[src/rtl/fir_stream_ctrl_if.sv]
// fir_stream_ctrl_if
//   Groups the stream and FIR-datapath handshakes of fir_stream_ctrl.
//   All data buses carry 16-bit two's-complement samples.
//
//   s_data / s_valid / s_ready             upstream sample stream
//   m_data / m_valid / m_ready             downstream result stream
//   fir_in / fir_input_ready               sample + start pulse to the FIR
//   fir_out / fir_output_ready             FIR completion pulse + result
//
//   master : controller side
//   slave  : environment side (upstream, downstream and FIR datapath)
interface fir_stream_ctrl_if;
  logic [15:0] s_data;
  logic        s_valid;
  logic        s_ready;
  logic [15:0] m_data;
  logic        m_valid;
  logic        m_ready;
  logic [15:0] fir_in;
  logic        fir_input_ready;
  logic [15:0] fir_out;
  logic        fir_output_ready;

  modport master (
    input  s_data, s_valid, m_ready, fir_out, fir_output_ready,
    output s_ready, m_data, m_valid, fir_in, fir_input_ready
  );

  modport slave (
    output s_data, s_valid, m_ready, fir_out, fir_output_ready,
    input  s_ready, m_data, m_valid, fir_in, fir_input_ready
  );
endinterface

[src/rtl/fir_stream_ctrl.sv]
// fir_stream_ctrl
//   Streaming controller around a multi-cycle FIR datapath. Incoming samples
//   are buffered in a DEPTH-entry FIFO; one sample at a time is launched into
//   the FIR, and its result is held on the downstream port until accepted.
//
//   Parameters
//     DEPTH    input FIFO depth in samples (power of 2, 2..16)
//     TIMEOUT  FIR watchdog limit in cycles (only with FIR_TIMEOUT_EN)
//
//   Ports
//     ck            clock, rising edge
//     rst           asynchronous active-high reset
//     bus           fir_stream_ctrl_if.master (stream + FIR handshakes)
//     busy          state != IDLE or FIFO non-empty
//     sample_count  results delivered downstream (wraps)
//     timeout_err   sticky FIR watchdog error
//
//   Build option
//     FIR_TIMEOUT_EN  when defined, a sample stuck in WAIT for TIMEOUT cycles
//                     is dropped and timeout_err is set; otherwise WAIT is
//                     held indefinitely and timeout_err is tied low.
module fir_stream_ctrl #(
  parameter int unsigned DEPTH   = 4,
  parameter int unsigned TIMEOUT = 64
) (
  input  logic                    ck,
  input  logic                    rst,
  fir_stream_ctrl_if.master       bus,
  output logic                    busy,
  output logic [15:0]             sample_count,
  output logic                    timeout_err
);

  localparam int unsigned AW = $clog2(DEPTH);
  localparam int unsigned TW = (TIMEOUT > 1) ? $clog2(TIMEOUT) : 1;

  if (DEPTH < 2 || DEPTH > 16 || (DEPTH & (DEPTH - 1)) != 0 || TIMEOUT < 1)
  begin : g_param_check
    $error("fir_stream_ctrl: DEPTH must be a power of 2 in 2..16, TIMEOUT >= 1");
  end

  typedef enum logic [1:0] {
    IDLE,
    ISSUE,
    WAIT,
    CAPTURE
  } state_t;

  state_t        r_state;
  logic [15:0]   r_mem [DEPTH];
  logic [AW-1:0] r_wptr;
  logic [AW-1:0] r_rptr;
  logic [AW:0]   r_count;
  logic [15:0]   r_fir_in;
  logic          r_fir_input_ready;
  logic [15:0]   r_m_data;
  logic          r_m_valid;
  logic [15:0]   r_sample_count;

  logic w_full;
  logic w_empty;
  logic w_push;
  logic w_issue;
  logic w_m_hs;

  assign w_full  = (r_count == (AW+1)'(DEPTH));
  assign w_empty = (r_count == '0);
  assign w_push  = bus.s_valid && !w_full;
  assign w_m_hs  = r_m_valid && bus.m_ready;
  // The output slot counts as free when the held result leaves this very cycle.
  assign w_issue = (r_state == IDLE) && !w_empty && (!r_m_valid || bus.m_ready);

  // ---------------------------------------------------------------- FIFO
  always_ff @(posedge ck) begin
    if (w_push) r_mem[r_wptr] <= bus.s_data;
  end

  // Head is popped on the IDLE->ISSUE edge so fir_in is already valid while
  // the start pulse is high.
  always_ff @(posedge ck or posedge rst) begin
    if (rst) begin
      r_wptr  <= '0;
      r_rptr  <= '0;
      r_count <= '0;
    end else begin
      if (w_push)  r_wptr <= r_wptr + 1'b1;
      if (w_issue) r_rptr <= r_rptr + 1'b1;
      case ({w_push, w_issue})
        2'b10:   r_count <= r_count + 1'b1;
        2'b01:   r_count <= r_count - 1'b1;
        default: r_count <= r_count;
      endcase
    end
  end

  // ---------------------------------------------------------------- FSM
`ifdef FIR_TIMEOUT_EN
  logic [TW-1:0] r_tcnt;
  logic          r_timeout_err;
`endif

  always_ff @(posedge ck or posedge rst) begin
    if (rst) begin
      r_state           <= IDLE;
      r_fir_in          <= '0;
      r_fir_input_ready <= 1'b0;
      r_m_data          <= '0;
      r_m_valid         <= 1'b0;
`ifdef FIR_TIMEOUT_EN
      r_tcnt            <= '0;
      r_timeout_err     <= 1'b0;
`endif
    end else begin
      r_fir_input_ready <= 1'b0;
      if (w_m_hs) r_m_valid <= 1'b0;
      case (r_state)
        IDLE: begin
          if (w_issue) begin
            r_fir_in          <= r_mem[r_rptr];
            r_fir_input_ready <= 1'b1;
            r_state           <= ISSUE;
          end
        end
        ISSUE: begin
          r_state <= WAIT;
`ifdef FIR_TIMEOUT_EN
          r_tcnt  <= '0;
`endif
        end
        WAIT: begin
          if (bus.fir_output_ready) begin
            r_state <= CAPTURE;
          end
`ifdef FIR_TIMEOUT_EN
          else if (r_tcnt == TW'(TIMEOUT - 1)) begin
            // Drop the sample; any held result on m_data is left untouched.
            r_timeout_err <= 1'b1;
            r_state       <= IDLE;
          end else begin
            r_tcnt <= r_tcnt + 1'b1;
          end
`endif
        end
        CAPTURE: begin
          // fir_out is valid the cycle after fir_output_ready.
          r_m_data  <= bus.fir_out;
          r_m_valid <= 1'b1;
          r_state   <= IDLE;
        end
        default: r_state <= IDLE;
      endcase
    end
  end

  always_ff @(posedge ck or posedge rst) begin
    if (rst)         r_sample_count <= '0;
    else if (w_m_hs) r_sample_count <= r_sample_count + 1'b1;
  end

  // ---------------------------------------------------------------- outputs
  assign bus.s_ready         = !w_full;
  assign bus.m_data          = r_m_data;
  assign bus.m_valid         = r_m_valid;
  assign bus.fir_in          = r_fir_in;
  assign bus.fir_input_ready = r_fir_input_ready;
  assign busy                = (r_state != IDLE) || !w_empty;
  assign sample_count        = r_sample_count;
`ifdef FIR_TIMEOUT_EN
  assign timeout_err         = r_timeout_err;
`else
  assign timeout_err         = 1'b0;
`endif

endmodule

[src/flat_wrapper.sv]
// flat-port wrapper written by rule: the top's interface ports become plain ports
module fir_stream_ctrl_flat 
#(
  parameter int unsigned DEPTH   = 4,
  parameter int unsigned TIMEOUT = 64
)
  (ck, rst, busy, sample_count, timeout_err, bus_s_data, bus_s_valid, bus_m_ready, bus_fir_out, bus_fir_output_ready, bus_s_ready, bus_m_data, bus_m_valid, bus_fir_in, bus_fir_input_ready);
  fir_stream_ctrl_if bus_i ();
  input  logic ck;
  input  logic rst;
  output logic busy;
  output logic [15:0] sample_count;
  output logic timeout_err;
  input wire logic [$bits(bus_i.s_data)-1:0] bus_s_data;
  input wire logic [$bits(bus_i.s_valid)-1:0] bus_s_valid;
  input wire logic [$bits(bus_i.m_ready)-1:0] bus_m_ready;
  input wire logic [$bits(bus_i.fir_out)-1:0] bus_fir_out;
  input wire logic [$bits(bus_i.fir_output_ready)-1:0] bus_fir_output_ready;
  output wire logic [$bits(bus_i.s_ready)-1:0] bus_s_ready;
  output wire logic [$bits(bus_i.m_data)-1:0] bus_m_data;
  output wire logic [$bits(bus_i.m_valid)-1:0] bus_m_valid;
  output wire logic [$bits(bus_i.fir_in)-1:0] bus_fir_in;
  output wire logic [$bits(bus_i.fir_input_ready)-1:0] bus_fir_input_ready;
  assign bus_i.s_data = bus_s_data;
  assign bus_i.s_valid = bus_s_valid;
  assign bus_i.m_ready = bus_m_ready;
  assign bus_i.fir_out = bus_fir_out;
  assign bus_i.fir_output_ready = bus_fir_output_ready;
  assign bus_s_ready = bus_i.s_ready;
  assign bus_m_data = bus_i.m_data;
  assign bus_m_valid = bus_i.m_valid;
  assign bus_fir_in = bus_i.fir_in;
  assign bus_fir_input_ready = bus_i.fir_input_ready;
  fir_stream_ctrl #(.DEPTH(DEPTH), .TIMEOUT(TIMEOUT)) u_core (.ck(ck), .rst(rst), .bus(bus_i), .busy(busy), .sample_count(sample_count), .timeout_err(timeout_err));
endmodule
[config.mk]
export PLATFORM = sky130hd
export DESIGN_NAME = fir_stream_ctrl_flat
export DESIGN_NICKNAME = d
export VERILOG_FILES = /design/src/rtl/fir_stream_ctrl_if.sv /design/src/rtl/fir_stream_ctrl.sv /design/src/flat_wrapper.sv
export SDC_FILE = /design/constraint.sdc
export NUM_CORES = 1
export LEC_CHECK = 0
export ABC_AREA = 1
export CAP_MARGIN = 20
export CELL_PAD_IN_SITES_DETAIL_PLACEMENT = 1
export CELL_PAD_IN_SITES_GLOBAL_PLACEMENT = 1
export CORE_MARGIN = 1
export CORE_UTILIZATION = 30
export CTS_CLUSTER_DIAMETER = 60
export CTS_CLUSTER_SIZE = 10
export DETAILED_ROUTE_END_ITERATION = 8
export PLACE_DENSITY_LB_ADDON = 0.1
export SLEW_MARGIN = 20
export SYNTH_ARGS = -nofsm -noshare
export SYNTH_HDL_FRONTEND = slang
export SYNTH_SLANG_ARGS = --single-unit
[constraint.sdc]
create_clock -name ck -period 1.96 [get_ports ck]
set_input_delay 0.196 -clock ck [delete_from_list [all_inputs] [get_ports ck]]
set_output_delay 0.196 -clock ck [all_outputs]
set_load 0.03 [all_outputs]
==> flow_summary.yaml, run 1 <==
cells_and_area:
  final_cells: 790
  final_nets: 605
  multiInputGateArea_um2: 1480
  seqCellArea_um2: 3400
  fillerInstances: 1802
  antenna_cells: 0
  layout-drive-gt1-share_pct: 12.5
  stdcell_area_um2: 6880
  synthToLayoutAreaGrowth_pct: 35.9
floorplanning:
  initial_core_util_pct: 30.6
  die_x_um: 132
  num_rows: 47
  core_um2: 16500
  dieArea_um2: 17400
  design.portCount: 90
  dieHeight_um: 132
sta:
  timing_hold_violations_final: 0
  rsz0062_at_grt: "no"
  tightestPinTransition_ns: 0.651
  period_share_pct: 94.0
  drv_slew: 0
  min_period_ns: 1.84
  relSlewSlack_pct: 56.5
  setup_slack_ns: 0.118
  clock_skew_ns: 0.0199
  finalSetupViolations: 0
  max_freq_mhz: 543
  hold_ws_ns: 0.0379
min_path:
  hold_path_class: "in2async"
placement:
  routabilityCongestion: 0.694
  place_inst: 758
  io_buffers: 88
  placed_area_um2: 6320
  dp_hpwl_um: 8040
  post-place-ws_ns: -0.0994
drt:
  initialDrtViolationCount: 203
  drc: 0
  num_vias: 3497
  post_drt_wl_per_cell_um: 15.4
  drt_first_pass_iters: 4
  vias_per_cell: 4.43
  finalWirelength_um: 12100
  ant_nets: 0
synthesis:
  synth_cells: 450
  synth.distinct_cells: 32
  syn_area_um2: 5060
  syn_avg_cell_area_um2: 11.2
  ys_warn_count: 0
  yosysSeqAreaShare_pct: 67.1
  ys_ff_latch: 123
  syn_nets: 498
run_status:
  outcome: "completed"
worst_setup_path:
  r2r_start: "u_core.r_state[0]$_DFFE_PP0P_"
  arrival_ns: 1.65
  cp_cell_sequence: "inv_2 -> nand3_2 -> clkdlybuf4s50_1"
  crit_type: "reg2out"
  max_stage_delay_ns: 0.62
  cp-startpoint: "u_core.r_count[1]$_DFFE_PP0P_"
  crit_path_end_kind: "output port"
  cp_max_fo: 4
  cp-start-kind: "flip-flop"
  crit_slowest_cell: "clkdlybuf4s50_1"
  required_ns: 1.76
clocking:
  h-tree-depth: 4
  clock_path_buffers: 2
  cts_tree: "built"
  numCtsBuffers: 17
  cts-root-buf: "clkbuf_16"
  cts_setup_buffers: 0
  path_clk_slew_ns: 0.05
  clkSinkCount: 123
  clock_latency_ns: 0.42
power_and_ir_drop:
  p_leak_nw: 2.90
  peakVddDrop_uv: 680
  p_per_area_nw_per_um2: 1650
flow_run:
  maxCapViolCount: 0
grt:
  grt_pass1_wl_um: 20100
  grt_pass1_vias: 3883
  gr-total-overflow: 0
  antenna_found_initial: 0
  track_usage_pct: 15.1
  grt_max_degree: 51
==> Yosys cell counts <==
cell type	n	area [um2]
clkinv_1	1	3.75
buf_2	9	45.0
fa_1	1	20.0
inv_1	25	93.8
or2_2	1	6.26
nand2_4	1	11.3
edfxtp_1	64	1920
clkbuf_1	1	3.75
xor2_2	2	32.5
o22ai_1	16	100
o21ai_0	8	40.0
nor2_4	3	33.8
xor2_1	7	61.3
ha_1	10	125
o21ai_1	27	135
nor2_2	1	6.26
nand3_2	4	40.0
conb_1	1	3.75
nand2_2	3	18.8
a21oi_1	2	10.0
mux2_2	1	11.3
dfrtp_1	59	1480
nand4_1	3	18.8
nor2_8	1	20.0
nand3_1	9	45.0
inv_2	5	18.8
buf_6	3	33.8
nand2_1	126	473
nor3_1	3	15.0
xnor2_1	6	52.6
buf_4	2	15.0
nor2_1	45	169
==> area by class of cell <==
class,instances,share of cell area (%)
flip-flops and latches,123,49.4
multi-input cells,281,21.5
repair buffers,103,15.3
clock buffers,21,6.55
well taps,220,4.00
inverters,31,1.73
clock inverters,11,1.49
==> cells in the final DEF, fill, tap and decap left out, types with 2 or more instances in the layout <==
master / instances
nand2_1: 126
clkinv_2: 7
nand3_1: 8
clkinv_1: 3
a21oi_1: 2
ha_1: 9
buf_4: 10
nand3_2: 4
clkdlybuf4s50_1: 87
o22ai_1: 16
xor2_1: 7
o21ai_0: 7
nand4_1: 3
edfxtp_1: 64
xnor2_1: 6
nor2_4: 3
nor2_1: 45
o21ai_1: 28
nand2_2: 3
buf_12: 5
clkbuf_16: 17
nor3_1: 3
inv_2: 7
inv_1: 22
xor2_2: 2
clkbuf_1: 3
bufinv_16: 2
dfrtp_1: 58
==> per-layer routing <==
metal | GRT usage (%) | vias to the layer above | wire, um
met5 | 0 | - | 0
met4 | 5.81 | 0 | 147
met3 | 3.65 | 12 | 392
met2 | 26.2 | 56 | 6230
met1 | 18.2 | 1731 | 5360
li1 | - | 1698 | -
==> final timing paths <==
check	endpoint	slack [ns]	depth (start not counted)
worst max register to register	u_core.r_count[2]$_DFFE_PP0P_	0.12	10
worst min register to register	u_core.bus.m_data[14]$_DFFE_PP0P_	0.47	2
worst max-delay path	bus_s_ready	0.12	3
min in group ck	u_core.bus.m_data[5]$_DFFE_PP0P_	0.33	3
worst min-delay path	u_core.r_wptr[0]$_DFFE_PP0P_	0.04	2
max in group asynchronous	u_core.bus.m_valid$_DFFE_PP0P_	1.31	3
==> worst max-delay path: cells and delay by family, from the launching register on <==
family | cells | cell delay [ns]
buf+inv | 2 | 0.73
flops | 1 | 0.39
simple gates | 1 | 0.11
==> what timing repair did <==
action / 4_1_cts / 5_1_grt
endpoints found under the setup margin: 1 / 1
hold buffers: 0 / 0
hold endpoints to repair: 0 / 0
resized for setup: 1 / 2
==> kinds of logic after synthesis <==
group                    share of synthesized area, %
AO/OA/AOI/OAI                                    5.64
XOR/XNOR                                         2.89
adder cells (fa/ha/maj)                          2.87
buffers and inverters                            4.23
flip-flops                                       67.1
multiplexers                                    0.222
other                                          0.0741
AND/OR/NAND/NOR                                  16.9
==> state kept, by name (all words and copies together), names as in the netlist <==
signal and count:
u_core.r_wptr 2, u_core.r_state 2, u_core.r_mem 64, u_core.r_rptr 2, u_core.bus.m_data 16, u_core.bus.fir_in 16
u_core.bus.m_valid 1, u_core.sample_count 16, u_core.bus.fir_input_ready 1, u_core.r_count 3
==> through the flow <==
stage               power, mW  TNS [ns]  utilization [%]
global placement         8.37   -0.0577             38.2
finish                   11.3         0             41.6
floorplan                6.74         0                -
detailed placement       8.51   -0.0994             38.2
CTS                      11.5         0             41.6
global route             12.1         0             41.6
==> report_power, final <==
group	switching (mW)	internal, mW
clock	1.06	1.87
sequential	0.379	3.52
combinational	2.79	1.70
total	4.23	7.09
(Power assumes the default switching activity.)
==> run 2, diff against run 1 <==
--- a/config.mk
+++ b/config.mk
@@ -11,6 +11,7 @@
 export CELL_PAD_IN_SITES_GLOBAL_PLACEMENT = 1
 export CORE_MARGIN = 1
 export CORE_UTILIZATION = 30
+export CTS_BUF_LIST = sky130_fd_sc_hd__clkbuf_4 sky130_fd_sc_hd__clkbuf_8
 export CTS_CLUSTER_DIAMETER = 60
 export CTS_CLUSTER_SIZE = 10
 export DETAILED_ROUTE_END_ITERATION = 8
==> run 2 against run 1 <==
- via count up 0.37%
- non-clock buffer count is the same
- utilization down 1.1 points
- clock skew down 0.0093 ns
- critical path type unchanged
- critical endpoint unchanged
- flip-flop and latch count unchanged
- sequential share of layout area grew 1.3 points
==> flow_summary.yaml, run 2 (synthesis gave the netlist of run 1 again) <==
run_status:
  outcome: "completed"
clocking:
  numCtsBuffers: 17
  clock_path_buffers: 2
  cts_tree: "built"
  clkSinkCount: 123
  cts_resized: 1
  cts_setup_buffers: 0
  cts-root-buf: "clkbuf_8"
  h-tree-depth: 4
  path_clk_slew_ns: 0.07
  cts_hold_buffers: 0
  clock_latency_ns: 0.43
cells_and_area:
  antenna_cells: 0
  layout-drive-gt1-share_pct: 13.0
  final_nets: 605
  multiInputGateArea_um2: 1480
  fillerInstances: 1807
  top_register: "u_core.r_mem"
  stdcell_area_um2: 6700
  final_cells: 790
  seqCellArea_um2: 3400
  mostFrequentLayoutCells: "nand2_1 (126), clkdlybuf4s50_1 (87), edfxtp_1 (64)"
  largest_register_ffs: 64
  synthToLayoutAreaGrowth_pct: 32.3
  layout_commonest_cell: "nand2_1"
worst_setup_path:
  cpLargestDelayFamily: "buffers and inverters"
  crit_path_end_kind: "output port"
  crit_slowest_cell: "clkdlybuf4s50_1"
  reg2reg_slack_ns: 0.12
  max_stage_delay_ns: 0.62
  r2r_start: "u_core.r_state[0]$_DFFE_PP0P_"
  cp_cell_sequence: "inv_2 -> nand3_2 -> clkdlybuf4s50_1"
  cp_num_cells: 3
  required_ns: 1.76
  cp_max_fo: 4
  rr_worst_depth: 10
  crit_type: "reg2out"
  reg2reg_to: "u_core.r_count[2]$_DFFE_PP0P_"
  crit_buf_inv: 2
  arrival_ns: 1.66
  cp-start-kind: "flip-flop"
min_path:
  hold_path_class: "in2async"
sta:
  clock_skew_ns: 0.0107
  max_freq_mhz: 540
  period_share_pct: 94.5
  relSlewSlack_pct: 56.7
  min_period_ns: 1.85
  finalSetupViolations: 0
  timing_hold_violations_final: 0
  tightestPinTransition_ns: 0.649
  drv_slew: 0
  rsz0062_at_grt: "no"
placement:
  routabilityCongestion: 0.694
  placed_area_um2: 6320
  dp_hpwl_um: 8040
  io_buffers: 88
  place_inst: 758
floorplanning:
  num_rows: 47
  core_um2: 16500
  dieArea_um2: 17400
  design.portCount: 90
  dieHeight_um: 132
  initial_core_util_pct: 30.6
  die_x_um: 132
drt:
  drt_first_pass_iters: 4
  finalWirelength_um: 12100
  ant_nets: 0
  post_drt_wl_per_cell_um: 15.4
  num_vias: 3510
  vias_per_cell: 4.44
  initialDrtViolationCount: 205
  drc: 0
power_and_ir_drop:
  p_leak_nw: 2.82
  peakVddDrop_uv: 731
  p_per_area_nw_per_um2: 1570
grt:
  grt_pass1_vias: 3874
  grt_pass1_wl_um: 19900
  track_usage_pct: 15.1
  grt_max_degree: 51
  gr-total-overflow: 0
  antenna_found_initial: 0
flow_run:
  maxCapViolCount: 0
[run 2: cell counts in the layout (fill, tap and decap cells not counted)]
Identical to the previous run, type by type.
[run 2: worst max-delay path by stage]
stage	startpoint	endpoint	slack, ns
final	u_core.r_count[0]$_DFFE_PP0P_	bus_s_ready	0.11
after detailed placement	bus_m_ready	u_core.r_count[2]$_DFFE_PP0P_	-0.1
after CTS	u_core.r_state[0]$_DFFE_PP0P_	u_core.r_count[2]$_DFFE_PP0P_	0.03
after global routing	u_core.r_state[0]$_DFFE_PP0P_	u_core.r_count[2]$_DFFE_PP0P_	0.005
after floorplan	u_core.r_state[1]$_DFFE_PP0P_	u_core.r_count[2]$_DFFE_PP0P_	0.006
after global placement	bus_m_ready	u_core.r_count[2]$_DFFE_PP0P_	-0.06
[run 2: area by class of cell]
type,count,share of cell area [%]
sequential,123,50.8
multi-input combinational,281,22.0
timing repair buffer,103,15.7
tap,220,4.11
clock buffer,21,4.04
inverter,31,1.77
clock inverter,11,1.53
[run 2: metal layers]
metal	wire length [um]	vias up	global-route usage, %	share of wire (%)
met5	0	-	0	0
met4	178	0	6.20	1.5
met3	424	15	3.88	3.5
met2	6140	55	25.6	51
met1	5390	1745	18.3	44
li1	-	1695	-	-
[run 2: worst reg2reg max path: cells and delay by family (launching register included)]
family	cells	cell delay, ns
AOI/OAI and AO/OA	2	0.22
xor gates and xnor gates	1	0.14
adders and majority gates	3	0.65
buffers and inverters	3	0.23
DFF	1	0.40
and+or+nand+nor	1	0.08
[run 2: per-stage QoR]
| stage | worst slack (ns) | setup TNS (ns) | hold WS [ns] | power (mW) | utilization [%] |
|---|---|---|---|---|---|
| floorplan | 0.00569 | 0 | 0.295 | 6.74 | - |
| finish | 0.108 | 0 | 0.0241 | 10.5 | 40.5 |
| global placement | -0.0577 | -0.0577 | 0.454 | 8.37 | 38.2 |
| CTS | 0.0313 | 0 | 0.00207 | 10.7 | 40.5 |
| global route | 0.00460 | 0 | 0.0163 | 11.3 | 40.5 |
| detailed placement | -0.0994 | -0.0994 | 0.465 | 8.51 | 38.2 |
[run 2: where the power goes]
group	switching [mW]	leakage [nW]	internal [mW]
logic	2.79	1.30	1.70
clock network	0.958	0.202	1.18
registers	0.379	1.32	3.52
==> run 3, diff against run 2 <==
--- a/config.mk
+++ b/config.mk
@@ -5,7 +5,6 @@
 export SDC_FILE = /design/constraint.sdc
 export NUM_CORES = 1
 export LEC_CHECK = 0
-export ABC_AREA = 1
 export CAP_MARGIN = 20
 export CELL_PAD_IN_SITES_DETAIL_PLACEMENT = 1
 export CELL_PAD_IN_SITES_GLOBAL_PLACEMENT = 1
@@ -20,3 +19,4 @@
 export SYNTH_ARGS = -nofsm -noshare
 export SYNTH_HDL_FRONTEND = slang
 export SYNTH_SLANG_ARGS = --single-unit
+export TNS_END_PERCENT = 30
==> run 3 against run 2 <==
- power up 3.2%
- fmax up 1.1%
- clock power grew 26%
- worst setup slack better by 0.020 ns
- synthesized cell count fell by 32%
- utilization is 1.5 points higher
- global-route usage fell by 1.9 points
- via count shrank 21%
- non-clock buffer count grew 5
- combinational power is 6.2% lower
- critical path type is now reg2reg
- highest routed layer unchanged
==> flow_summary.yaml, run 3 <==
clocking:
  numCtsBuffers: 17
  clock_path_buffers: 2
  clock_latency_ns: 0.43
  path_clk_slew_ns: 0.07
  h-tree-depth: 4
  cts_hold_buffers: 0
  cts-root-buf: "clkbuf_8"
  cts_tree: "built"
  clkSinkCount: 123
synthesis:
  synth-edff-count: 64
  yosysSeqAreaShare_pct: 69.4
  ys_top_cells_by_area: "edfxtp_1 (39%), dfrtp_1 (30%), mux4_2 (4.6%)"
  netlist.area_leader.share_pct: 39.3
  ys_ff_latch: 123
  yosysMostFrequentCell: "edfxtp_1"
  syn_nets: 352
  syn_area_um2: 4890
  synth_cells: 304
  synth_top_area_cell: "edfxtp_1"
  synth.distinct_cells: 33
  synthFlopType: "edfxtp_1"
  synthTopCellsByCount: "edfxtp_1 (64), dfrtp_1 (59), nand2_1 (56)"
  syn_avg_cell_area_um2: 16.1
  postSynth.asyncResetShare_pct: 48.0
  ys_warn_count: 0
grt:
  gr-total-overflow: 0
  antenna_found_initial: 0
  track_usage_pct: 13.2
  grt_max_degree: 60
  grt_pass1_vias: 2998
  grt_pass1_wl_um: 16000
worst_setup_path:
  crit_type: "reg2reg"
  reg2reg_slack_ns: 0.13
  cp-start-kind: "flip-flop"
  crit_path_end_kind: "flip-flop"
  arrival_ns: 2.18
  cp_max_fo: 4
  required_ns: 2.31
drt:
  num_vias: 2773
  initialDrtViolationCount: 65
  drc: 0
  post_drt_wl_per_cell_um: 15.5
  finalWirelength_um: 10100
  vias_per_cell: 4.27
  ant_nets: 0
  drt_first_pass_iters: 4
sta:
  period_share_pct: 93.5
  setup_slack_ns: 0.128
  finalSetupViolations: 0
  drv_slew: 0
  rsz0062_at_grt: "no"
  clock_skew_ns: 0.00735
  fin_tns_setup_ns: 0
  timing_hold_violations_final: 0
  max_freq_mhz: 546
  min_period_ns: 1.83
cells_and_area:
  layout-drive-gt1-share_pct: 22.1
  final_util_pct: 42.1
  fillerInstances: 1649
  synthToLayoutAreaGrowth_pct: 36.5
  mostFrequentLayoutCells: "clkdlybuf4s50_1 (86), edfxtp_1 (64), dfrtp_1 (58)"
  top_register: "u_core.r_mem"
  final_cells: 650
  multiInputGateArea_um2: 1380
  final_nets: 469
  layout_commonest_cell: "clkdlybuf4s50_1"
  antenna_cells: 0
  seqCellArea_um2: 3400
  stdcell_area_um2: 6680
  largest_register_ffs: 64
placement:
  io_buffers: 88
  place_inst: 617
  placed_area_um2: 6190
  dp_hpwl_um: 6550
  post-place-ws_ns: -0.0441
  routabilityCongestion: 0.661
floorplanning:
  dieArea_um2: 16800
  initial_core_util_pct: 30.8
  design.portCount: 90
  num_rows: 46
  dieHeight_um: 130
  core_um2: 15900
  die_x_um: 130
min_path:
  hold_path_class: "in2async"
power_and_ir_drop:
  peakVddDrop_uv: 588
  p_per_area_nw_per_um2: 1620
  p_leak_nw: 2.64
run_status:
  outcome: "completed"
flow_run:
  maxCapViolCount: 0
run 3: changes by cell type after synthesis, sizes merged, moves of 6 or more:
cell / previous run / this run
inv: 30 / 13
nor2: 50 / 6
nand3: 13 / 7
and3: 0 / 6
o22ai: 16 / 0
o21ai: 35 / 0
mux2: 1 / 19
xnor2: 6 / 16
mux4: 0 / 16
nand2: 130 / 56
run 3: layout make-up:
class                           count  share of cell area (%)
Clock buffer                       18                    3.71
Clock inverter                     14                    3.61
Inverter                           13                   0.768
Multi-Input combinational cell    158                    20.7
Sequential cell                   123                    50.9
Tap cell                          216                    4.04
Timing Repair Buffer              108                    16.3
run 3: final timing paths:
path,start,endpoint,cells after the start
max in group asynchronous,rst,u_core.bus.m_valid$_DFFE_PP0P_,3
hold reg to reg,u_core.bus.fir_in[7]$_DFFE_PP0P_,u_core.bus.fir_in[7]$_DFFE_PP0P_,2
min in group ck,bus_fir_out[14],u_core.bus.m_data[14]$_DFFE_PP0P_,2
hold / removal,rst,u_core.sample_count[2]$_DFFE_PP0P_,3
setup / recovery,u_core.r_state[1]$_DFFE_PP0P_,u_core.r_count[2]$_DFFE_PP0P_,10
setup reg to reg,u_core.r_state[1]$_DFFE_PP0P_,u_core.r_count[2]$_DFFE_PP0P_,10
run 3: logic make-up after synthesis:
family	count (synthesis)	share of synthesized area (%)
flops	123	69.4
fa+ha+maj	11	2.97
compound gates	3	0.460
other cells	1	0.0766
mux	36	12.4
buf+inv	23	3.07
simple gates	86	7.85
xor+xnor	21	3.76
run 3: power breakdown:
| part | internal [mW] | switching, mW | total (mW) |
|---|---|---|---|
| sequential | 3.54 | 0.407 | 3.95 |
| clock | 1.68 | 1.02 | 2.70 |
| combinational | 1.96 | 2.24 | 4.20 |
run 3: routing by layer:
layer / GRT usage (%) / part of all wire (%) / vias up
li1: - / - / 1315
met1: 16.3 / 45 / 1368
met2: 21.4 / 49 / 81
met3: 3.85 / 5.3 / 9
met4: 5.95 / 1.2 / 0
met5: 0 / 0 / -
run 3: timing repair:
action,CTS,global route
pin swaps,0,3
buffers inserted,0,1
resized for setup,2,3
setup endpoints to repair,2,1
gates cloned,0,0
endpoints found under the hold margin,0,0
run 3: stage by stage:
step	power [mW]	hold WS [ns]
2_1_floorplan	6.70	0.295
3_3_place_gp	8.22	0.458
3_5_place_dp	8.32	0.464
4_1_cts	11.1	0.150
5_1_grt	11.5	0.177
6_report	10.9	0.165
run 3: worst max-delay path, stage by stage, from the launching register on:
cell	delay [ns]
dfrtp_1	0.43
inv_2	0.10
ha_4	0.16
nand3_2	0.11
inv_4	0.08
ha_4	0.12
inv_1	0.04
fa_2	0.33
xor2_1	0.14
nor2_1	0.11
xor2_1	0.15
